===== config.mk =====
export PLATFORM = sky130hd
export DESIGN_NAME = irq_ctrl_flat
export DESIGN_NICKNAME = d
export VERILOG_FILES = /design/src/rtl/irq_ctrl_if.sv /design/src/rtl/irq_ctrl.sv /design/src/flat_wrapper.sv
export SDC_FILE = /design/constraint.sdc
export NUM_CORES = 1
export LEC_CHECK = 0
export ABC_AREA = 1
export BUFFER_PORTS_ARGS = -buffer_cell sky130_fd_sc_hd__buf_2
export CORE_ASPECT_RATIO = 2
export CORE_MARGIN = 10
export CORE_UTILIZATION = 50
export CTS_CLUSTER_DIAMETER = 80
export DETAILED_ROUTE_END_ITERATION = 7
export PLACE_DENSITY = 0.78
export SYNTH_ARGS = -nofsm -noshare
export SYNTH_HDL_FRONTEND = slang
export SYNTH_SLANG_ARGS = --single-unit

===== constraint.sdc =====
create_clock -name i_clk -period 3.9 [get_ports i_clk]
set_input_delay 0.975 -clock i_clk [delete_from_list [all_inputs] [get_ports i_clk]]
set_output_delay 0.975 -clock i_clk [all_outputs]
set_load 0.005 [all_outputs]

===== src/rtl/irq_ctrl_if.sv =====
// -----------------------------------------------------------------------------
// irq_ctrl_if : picoRV32 native memory bus slice seen by the interrupt
// controller.
//   sel        master->slave  address-decoder select for this peripheral
//   mem_valid  master->slave  bus request
//   mem_addr   master->slave  byte offset within the block ([1:0] ignored)
//   mem_wdata  master->slave  write data
//   mem_wstrb  master->slave  byte write strobes, 0 = read
//   mem_ready  slave->master  one-cycle transfer acknowledge
//   mem_rdata  slave->master  read data, valid while mem_ready = 1
// -----------------------------------------------------------------------------
interface irq_ctrl_if;
   localparam int unsigned AW = 5;
   localparam int unsigned DW = 32;
   localparam int unsigned SW = DW / 8;

   logic          sel;
   logic          mem_valid;
   logic [AW-1:0] mem_addr;
   logic [DW-1:0] mem_wdata;
   logic [SW-1:0] mem_wstrb;
   logic          mem_ready;
   logic [DW-1:0] mem_rdata;

   modport master (
      output sel, mem_valid, mem_addr, mem_wdata, mem_wstrb,
      input  mem_ready, mem_rdata
   );

   modport slave (
      input  sel, mem_valid, mem_addr, mem_wdata, mem_wstrb,
      output mem_ready, mem_rdata
   );
endinterface


===== src/rtl/irq_ctrl.sv =====
// -----------------------------------------------------------------------------
// irq_ctrl : N_IRQ-channel interrupt controller for the picoRV32 SoC.
// Each channel has enable, edge/level mode, polarity and a W1C pending bit,
// all reachable through the CPU native memory bus.
//
// Optional feature macro: IRQC_SYNC_EN
//   defined   : two-flop synchroniser per i_irq_in bit (2-cycle latency)
//   undefined : i_irq_in feeds the edge/level logic directly
//
// Ports
//   i_clk      system clock
//   i_reset    synchronous, active-high reset
//   i_irq_in   raw interrupt sources [N_IRQ]
//   bus        irq_ctrl_if.slave register access port
//   o_irq_out  PENDING & ENABLE, to the CPU irq vector [N_IRQ]
//   o_irq_any  OR of o_irq_out
//
// Registers: 0x00 PENDING (W1C), 0x04 ENABLE, 0x08 MODE (1=edge),
//            0x0C POLARITY (1=active-low), 0x10 ACTIVE (RO), 0x14 RAW (RO)
// -----------------------------------------------------------------------------
module irq_ctrl #(
   parameter int unsigned N_IRQ    = 8,
   parameter int unsigned IRQ_BASE = 0
) (
   input  logic             i_clk,
   input  logic             i_reset,
   input  logic [N_IRQ-1:0] i_irq_in,
   irq_ctrl_if.slave        bus,
   output logic [N_IRQ-1:0] o_irq_out,
   output logic             o_irq_any
);
   localparam int unsigned NW = N_IRQ;
   localparam int unsigned DW = 32;
   localparam int unsigned SW = DW / 8;
   localparam int unsigned RW = 3;

   localparam logic [RW-1:0] A_PENDING = 3'd0;
   localparam logic [RW-1:0] A_ENABLE  = 3'd1;
   localparam logic [RW-1:0] A_MODE    = 3'd2;
   localparam logic [RW-1:0] A_POL     = 3'd3;
   localparam logic [RW-1:0] A_ACTIVE  = 3'd4;
   localparam logic [RW-1:0] A_RAW     = 3'd5;

   typedef enum logic {ST_IDLE, ST_ACK} state_t;

   // Channel block must fit inside the CPU's 32-bit irq vector
   if (N_IRQ < 1 || N_IRQ > 32 || IRQ_BASE + N_IRQ > 32) begin : g_cfg_err
      $error("irq_ctrl: N_IRQ must be 1..32 and fit above IRQ_BASE");
   end

   state_t          r_state;
   logic            r_ready;
   logic [DW-1:0]   r_rdata;
   logic [RW-1:0]   r_addr;
   logic [DW-1:0]   r_wdata;
   logic [SW-1:0]   r_wstrb;
   logic [NW-1:0]   r_pending;
   logic [NW-1:0]   r_enable;
   logic [NW-1:0]   r_mode;
   logic [NW-1:0]   r_pol;
   logic [NW-1:0]   r_a_prev;
`ifdef IRQC_SYNC_EN
   logic [NW-1:0]   r_sync1;
   logic [NW-1:0]   r_sync2;
`endif

   logic [NW-1:0]   w_sync;
   logic [NW-1:0]   w_adj;
   logic [NW-1:0]   w_clr;
   logic [NW-1:0]   w_pend_nxt;
   logic [DW-1:0]   w_bmask;
   logic [DW-1:0]   w_wd_m;
   logic [NW-1:0]   w_enable_nxt;
   logic [NW-1:0]   w_mode_nxt;
   logic [NW-1:0]   w_pol_nxt;
   logic            w_wr;
   logic            w_req;
   logic [DW-1:0]   w_active;
   logic [DW-1:0]   w_rdata;
   logic            w_unused;

   assign w_unused = ^bus.mem_addr[1:0];

`ifdef IRQC_SYNC_EN
   assign w_sync = r_sync2;
`else
   assign w_sync = i_irq_in;
`endif

   assign o_irq_out     = r_pending & r_enable;
   assign o_irq_any     = |o_irq_out;
   assign bus.mem_ready = r_ready;
   assign bus.mem_rdata = r_rdata;

   // Write path: byte-lane merge of the data latched when the transfer began
   always_comb begin
      w_bmask      = {{8{r_wstrb[3]}}, {8{r_wstrb[2]}}, {8{r_wstrb[1]}}, {8{r_wstrb[0]}}};
      w_wd_m       = r_wdata & w_bmask;
      w_wr         = (r_state == ST_ACK) && (r_wstrb != '0);
      w_enable_nxt = NW'((DW'(r_enable) & ~w_bmask) | w_wd_m);
      w_mode_nxt   = NW'((DW'(r_mode)   & ~w_bmask) | w_wd_m);
      w_pol_nxt    = NW'((DW'(r_pol)    & ~w_bmask) | w_wd_m);
      w_clr        = (w_wr && r_addr == A_PENDING) ? NW'(w_wd_m) : '0;
      w_req        = bus.mem_valid & bus.sel & ~r_ready;
   end

   // Pending update: edge channels latch rising edges (set beats W1C),
   // level channels simply follow the adjusted input.
   always_comb begin
      w_adj      = w_sync ^ r_pol;
      w_pend_nxt = (r_mode & ((r_pending & ~w_clr) | (w_adj & ~r_a_prev)))
                 | (~r_mode & w_adj);
   end

   // Lowest-index active channel; scanning downwards lets the lowest win
   always_comb begin
      w_active = '0;
      for (int i = int'(NW) - 1; i >= 0; i--) begin
         if (o_irq_out[i]) w_active = {1'b1, 26'd0, 5'(i)};
      end
   end

   // Read mux, sampled on the edge entering ACK
   always_comb begin
      w_rdata = '0;
      case (bus.mem_addr[4:2])
         A_PENDING: w_rdata = DW'(r_pending);
         A_ENABLE:  w_rdata = DW'(r_enable);
         A_MODE:    w_rdata = DW'(r_mode);
         A_POL:     w_rdata = DW'(r_pol);
         A_ACTIVE:  w_rdata = w_active;
         A_RAW:     w_rdata = DW'(w_sync);
         default:   w_rdata = '0;
      endcase
   end

   // State, channel registers and bus handshake
   always_ff @(posedge i_clk) begin
      if (i_reset) begin
         r_state   <= ST_IDLE;
         r_ready   <= 1'b0;
         r_rdata   <= '0;
         r_addr    <= '0;
         r_wdata   <= '0;
         r_wstrb   <= '0;
         r_pending <= '0;
         r_enable  <= '0;
         r_mode    <= '0;
         r_pol     <= '0;
         r_a_prev  <= '0;
`ifdef IRQC_SYNC_EN
         r_sync1   <= '0;
         r_sync2   <= '0;
`endif
      end else begin
`ifdef IRQC_SYNC_EN
         r_sync1   <= i_irq_in;
         r_sync2   <= r_sync1;
`endif
         r_a_prev  <= w_adj;
         r_pending <= w_pend_nxt;
         case (r_state)
            ST_IDLE: begin
               if (w_req) begin
                  r_state <= ST_ACK;
                  r_ready <= 1'b1;
                  r_rdata <= w_rdata;
                  r_addr  <= bus.mem_addr[4:2];
                  r_wdata <= bus.mem_wdata;
                  r_wstrb <= bus.mem_wstrb;
               end
            end
            ST_ACK: begin
               r_state <= ST_IDLE;
               r_ready <= 1'b0;
               r_rdata <= '0;
               if (w_wr) begin
                  case (r_addr)
                     A_ENABLE: r_enable <= w_enable_nxt;
                     A_MODE:   r_mode   <= w_mode_nxt;
                     A_POL:    r_pol    <= w_pol_nxt;
                     default:  ;
                  endcase
               end
            end
            default: begin
               r_state <= ST_IDLE;
               r_ready <= 1'b0;
               r_rdata <= '0;
            end
         endcase
      end
   end
endmodule

===== src/flat_wrapper.sv =====
// flat-port wrapper written by rule: the top's interface ports become plain ports
module irq_ctrl_flat 
#(
   parameter int unsigned N_IRQ    = 8,
   parameter int unsigned IRQ_BASE = 0
)
  (i_clk, i_reset, i_irq_in, o_irq_out, o_irq_any, bus_sel, bus_mem_valid, bus_mem_addr, bus_mem_wdata, bus_mem_wstrb, bus_mem_ready, bus_mem_rdata);
  irq_ctrl_if bus_i ();
  input  logic i_clk;
  input  logic i_reset;
  input  logic [N_IRQ-1:0] i_irq_in;
  output logic [N_IRQ-1:0] o_irq_out;
  output logic o_irq_any;
  input wire logic [$bits(bus_i.sel)-1:0] bus_sel;
  input wire logic [$bits(bus_i.mem_valid)-1:0] bus_mem_valid;
  input wire logic [$bits(bus_i.mem_addr)-1:0] bus_mem_addr;
  input wire logic [$bits(bus_i.mem_wdata)-1:0] bus_mem_wdata;
  input wire logic [$bits(bus_i.mem_wstrb)-1:0] bus_mem_wstrb;
  output wire logic [$bits(bus_i.mem_ready)-1:0] bus_mem_ready;
  output wire logic [$bits(bus_i.mem_rdata)-1:0] bus_mem_rdata;
  assign bus_i.sel = bus_sel;
  assign bus_i.mem_valid = bus_mem_valid;
  assign bus_i.mem_addr = bus_mem_addr;
  assign bus_i.mem_wdata = bus_mem_wdata;
  assign bus_i.mem_wstrb = bus_mem_wstrb;
  assign bus_mem_ready = bus_i.mem_ready;
  assign bus_mem_rdata = bus_i.mem_rdata;
  irq_ctrl #(.N_IRQ(N_IRQ), .IRQ_BASE(IRQ_BASE)) u_core (.i_clk(i_clk), .i_reset(i_reset), .i_irq_in(i_irq_in), .bus(bus_i), .o_irq_out(o_irq_out), .o_irq_any(o_irq_any));
endmodule

==> results.ini, run 1 <==
[yosys]
async_flop_share_pct=0
ys_warn_count=0
synthAdderAreaFrac_pct=0
ys_seq_area_share_pct=43.0
synthMuxAreaShare_pct=0
synth-edff-count=0
yosys.area_share.simple_pct=21.3
synth_area_sq_um=3070
synth_top_family_by_area=simple AND/OR/NAND/NOR gates
synthDistinctLibCells=30
synth-xor-area-share_pct=2.28
ys.flop_type=dfxtp_1
ys_ff_latch=66
synth-compound-area-share_pct=19.6
syn_inst=412
avgSynthCellArea_sq_um=7.45

[clock_tree]
postCtsHoldBufs=0
cts_made_buffers=9
clk_pin_slew_ns=0.05
clock_path_buffers=2
post_cts_buffers=0
clock_latency_ns=0.33
cts.repair.resized=0
htreeDepth=3
cts_tree=yes
clock_sinks=66
cts_root_buf=clkbuf_16

[routing]
detail-route-antenna-nets=0
viasPerCell=5.31
drc=0
first_pass_iters=5
vias=2781
drt_iter0_drc=206
wl_per_cell_um=14.8
wirelength_um=7770

[power_and_ir_drop]
p_int_mw=1.24
seqPwrFrac_pct=44.5
switching_share_pct=24.7
combPwrFrac_pct=8.5
p_switching_mw=0.407
total_power_mw=1.65
leakagePower_nw=1.61
powerDensity_nw_per_um2=468
power_frac_clock_pct=47.0
peakVddDrop_v=0.000276

[setup_path]
cp_max_fo=3
worstPathArrival_ns=1.45
reg2reg_slack_ns=1.90
cp-endpoint=o_irq_any
worstPathRequired_ns=2.92
reg2reg_depth=7
start_kind=flip-flop
r2r-start=u_core.r_wstrb[0]$_SDFFE_PP0P_
crit_type=flip-flop to output port
worstSetupEndpointType=output port

[die]
io_pins=95
dieArea_sq_um=9860
rows=40
core_sq_um=6010
die_h_um=131
die_x_um=75.4
initial_core_util_pct=51.1

[sta]
timing.final.crit_share_pct=62.1
setup_tns_ns=0
max-slew-margin-rel_pct=30.7
worstMarginPinSlew_ns=1.04
layout_setup_ws_ns=1.48
hold_viol=0
fin_crit_ns=2.42
setup_viol=0
clock_skew_ns=0.00363
rsz0062_at_grt=false
max_freq_mhz=413
drv_slew=0

[global_route]
grt_pass1_wl_um=12100
overflow=0
grt_max_degree=40
met2_usage_pct=26.9
grt_use_met1_pct=16.2
gr-usage-all-layers_pct=15.9
grt_pass1_vias=2620
grt_most_used_layer=met2
gr-usage-met3_pct=4.76
antenna_found_initial=0

[run]
cap_violations=0

[hold_path]
hold_path.class=flip-flop to flip-flop

[place]
gp_congestion=0.871
dp_hpwl_um=5850
io_buffers=45
preCtsSetupSlack_ns=1.39
dp.cells=508

[final_layout]
area_delta_synth_final_pct=14.6
drive_gt1_share_pct=16.5
instances_no_fill=524
final_net_count=509
n_antenna_cell=0

[run_status]
status=complete, no violations

==> per-layer routing <==
metal	up-vias	part of all wire (%)	wire length, um
li1	1387	-	-
met1	1253	38	2970
met2	122	50	3890
met3	19	7.9	610
met4	0	3.7	288
met5	-	0	0
==> critical path, cell delays in order, from the launching register on <==
cell and delay [ns]:
dfxtp_1 0.33, nand2_1 0.12, nand2_1 0.08, nor3_1 0.30
nand2_1 0.13, buf_2 0.15
==> layout by cell type, fill, tap and decap left out, types with 8 or more instances in the layout <==
cell type  count
conb_1        23
nand2_1       77
nor2_1        40
xnor2_1        8
a22oi_1        8
a21oi_1       45
clkbuf_16      9
o21ai_0       39
dfxtp_1       66
inv_1         45
nand3_1       18
buf_2         45
==> through the flow <==
stage | hold WS (ns) | cell area [sq um] | util, %
final | 0.457 | 3520 | 58.5
after global routing | 0.480 | 3520 | 58.5
after CTS | 0.460 | 3520 | 58.5
after detailed placement | 0.452 | 3230 | 53.8
after global placement | 0.445 | 3230 | 53.8
after floorplan | 0.437 | 3150 | -
==> how the worst min path moves through the flow <==
stage / end / slack, ns / start / cells past startpoint
floorplan: flip-flop / 0.44 / flip-flop / 2
global placement: flip-flop / 0.45 / flip-flop / 2
CTS: u_core.bus.mem_rdata[7]$_SDFFE_PP0P_ / 0.46 / u_core.bus.mem_rdata[7]$_SDFFE_PP0P_ / 2
detailed placement: u_core.bus.mem_rdata[7]$_SDFFE_PP0P_ / 0.45 / u_core.bus.mem_rdata[7]$_SDFFE_PP0P_ / 2
global route: u_core.bus.mem_rdata[7]$_SDFFE_PP0P_ / 0.48 / u_core.bus.mem_rdata[7]$_SDFFE_PP0P_ / 2
finish: u_core.bus.mem_rdata[7]$_SDFFE_PP0P_ / 0.46 / u_core.bus.mem_rdata[7]$_SDFFE_PP0P_ / 2
==> power by group through the flow <==
| stage | clock (mW) | combinational, mW | sequential, mW |
|---|---|---|---|
| 5_1_grt | 0.807 | 0.157 | 0.736 |
| 3_3_place_gp | 0 | 0.134 | 0.745 |
| 6_report | 0.773 | 0.140 | 0.733 |
| 3_5_place_dp | 0 | 0.138 | 0.746 |
| 4_1_cts | 0.781 | 0.139 | 0.732 |
| 2_1_floorplan | 0 | 0.114 | 0.737 |
==> Yosys cell counts, types with 4 or more instances <==
master,number,area share (%)
a21oi_1,45,7.3
nand3_1,18,2.9
buf_4,24,5.9
nor2_1,40,4.9
o21ai_0,39,6.4
a22oi_1,8,2.0
nand4_1,4,0.82
clkbuf_1,7,0.86
xnor2_1,8,2.3
buf_2,4,0.65
inv_1,45,5.5
dfxtp_1,66,43
o2111ai_1,4,1.1
nand2_1,77,9.4
==> layout make-up <==
cell class                      instances  area [sq um]
Inverter                               45           169
Multi-Input combinational cell        286          1410
Fill cell                             565          2490
Timing Repair Buffer                   48           248
Sequential cell                        66          1320
Clock buffer                           10           229
Clock inverter                          6          57.6
Tap cell                               63          78.8
==> cell families (layout without fill, tap and decap cells) <==
kind of cell | count (synthesis) | after routing
AND/OR/NAND/NOR | 149 | 149
AO/OA/AOI/OAI | 106 | 106
buffers and inverters | 82 | 109
flip-flops | 66 | 66
XOR/XNOR | 8 | 8
other | 1 | 23
Power figures use the tool's default switching activity.
==> run 2, diff against run 1 <==
- clock period: 3.9 -> 2.39 ns (I/O delays scaled with it)
==> run 2 against run 1 <==
- design area rose by 0.11%
- via count rose by 0.47%
- global-route usage barely moved
- sequential power rose by 62%
==> results.ini, run 2 (synthesis gave the netlist of run 1 again) <==
[run_status]
status=complete, no violations

[die]
dieArea_sq_um=9860  ; unchanged
rows=40  ; unchanged
core_sq_um=6010  ; unchanged
die_x_um=75.4  ; unchanged
die_h_um=131  ; unchanged
io_pins=95  ; unchanged
initial_core_util_pct=51.1  ; unchanged

[final_layout]
fin_area_sq_um=3520  ; +0.11%
finish.utilization_pct=58.6  ; +0.062 points
area_delta_synth_final_pct=14.7
instances_no_fill=525  ; +0.19%
final_common_cell=nand2_1
final_net_count=513  ; +0.79%
layout_common_cells=nand2_1, dfxtp_1, inv_1, a21oi_1, buf_2
drive_gt1_share_pct=16.5  ; -0.036 points
n_antenna_cell=0  ; unchanged
n_fill_cell=591  ; +4.6%

[clock_tree]
clock_sinks=66  ; unchanged
clock_path_buffers=2  ; unchanged
clk_pin_slew_ns=0.05  ; about the same
clock_latency_ns=0.33  ; about the same
cts_root_buf=clkbuf_16
cts_tree=yes
cts.repair.resized=0  ; unchanged
postCtsHoldBufs=0  ; unchanged
htreeDepth=3  ; unchanged
cts_made_buffers=9  ; unchanged
post_cts_buffers=0  ; unchanged

[routing]
top_layer=met4
routed-wl-met2_um=3850  ; -1.0%
wirelength_um=7640  ; -1.7%
vias=2794  ; +0.47%
detail-route-antenna-nets=0  ; unchanged
viasPerCell=5.32  ; +0.28%
wl_met1_um=2950  ; -0.67%
first_pass_iters=4  ; -1
wl_per_cell_um=14.5  ; -1.8%
drt_iter0_drc=263  ; +28%
drc=0  ; unchanged
route.met3.wl_um=555  ; -9.0%

[power_and_ir_drop]
leakagePower_nw=1.61  ; +0.30%
powerDensity_nw_per_um2=738  ; +58%
total_power_mw=2.60  ; +58%
peakVddDrop_v=0.000404  ; +46%

[sta]
drv_slew=0  ; unchanged
clock_skew_ns=0.00495  ; +0.00131 ns
rsz0062_at_grt=false
hold_viol=0  ; unchanged
layout_setup_ws_ns=0.341  ; -1.14 ns
setup_tns_ns=0  ; unchanged
whs_ns=0.455  ; -0.00212 ns
fin_crit_ns=2.05
max_freq_mhz=488
timing.final.crit_share_pct=85.7
setup_viol=0  ; unchanged

[setup_path]
start_kind=flip-flop
path_cells=nand2_1 > nand2_1 > nor3_1 > nand2_1 > buf_2
cpPeakStageDelay_ns=0.32  ; about the same
crit_buf_inv=1  ; unchanged
crit_type=flip-flop to output port
worstPathArrival_ns=1.45  ; about the same
cpMaxStageDelayCell=dfxtp_1
worstPathRequired_ns=1.79  ; -1.13 ns
path_depth=5  ; unchanged
worstSetupEndpointType=output port
reg2reg_depth=7  ; unchanged
cp_max_fo=3  ; unchanged
reg2reg_slack_ns=0.69  ; -1.21 ns
r2r-start=u_core.r_wstrb[0]$_SDFFE_PP0P_
cp-endpoint=o_irq_any
crit_top_cell=nand2_1
worst_setup_path_startpoint=u_core.r_pending[4]$_SDFF_PP0_
critPathTopFamily=simple AND/OR/NAND/NOR gates

[global_route]
grt_pass1_vias=2685  ; +2.5%
gr-usage-all-layers_pct=15.9  ; about the same
overflow=0  ; unchanged
grt_max_degree=40  ; unchanged
grt_pass1_wl_um=12000  ; -0.51%
antenna_found_initial=0  ; unchanged

[place]
dp.cells=512  ; +0.79%
dp_hpwl_um=5810  ; -0.73%
gp_congestion=0.867  ; -0.45%
preCtsSetupSlack_ns=0.557  ; -0.831 ns
io_buffers=45  ; unchanged
place_area_sq_um=3260  ; +0.93%

[run]
cap_violations=0  ; unchanged

[hold_path]
hold_path.class=flip-flop to flip-flop

## run 2: worst min-delay path by stage
stage | from | end | depth (start not counted)
final | u_core.bus.mem_rdata[7]$_SDFFE_PP0P_ | u_core.bus.mem_rdata[7]$_SDFFE_PP0P_ | 2
after global routing | u_core.bus.mem_rdata[7]$_SDFFE_PP0P_ | u_core.bus.mem_rdata[7]$_SDFFE_PP0P_ | 2
after detailed placement | u_core.bus.mem_rdata[7]$_SDFFE_PP0P_ | u_core.bus.mem_rdata[7]$_SDFFE_PP0P_ | 2
after floorplan | flip-flop | flip-flop | 2
after CTS | u_core.bus.mem_rdata[7]$_SDFFE_PP0P_ | u_core.bus.mem_rdata[7]$_SDFFE_PP0P_ | 2
after global placement | flip-flop | flip-flop | 2
## run 2: per-layer routing
metal	GRT usage [%]	up-vias
met5	0	-
met4	11.2	0
met3	4.83	23
met2	27.3	101
met1	15.5	1273
li1	-	1397
## run 2: area by class of cell
cell class	instances	area [sq um]	area share, %
Inverter	45	169	4.80
Sequential cell	66	1320	37.5
Multi-Input combinational cell	286	1410	40.1
Clock buffer	13	260	7.39
Timing Repair Buffer	52	278	7.89
Tap cell	63	78.8	2.24
## run 2: power breakdown
group | total, mW | switching, mW | internal, mW
Sequential | 1.19 | 0.0404 | 1.15
Combinational | 0.239 | 0.159 | 0.0806
Clock | 1.17 | 0.426 | 0.739
Total | 2.60 | 0.625 | 1.97
## run 2: worst reg2reg max path, cell delays in order, from the launching register on
cell     delay [ns]
dfxtp_1        0.36
nor2_2         0.06
nand3_2        0.07
nand2_4        0.07
nor3_4         0.27
nand3_2        0.40
o21ai_0        0.29
a21oi_1        0.06
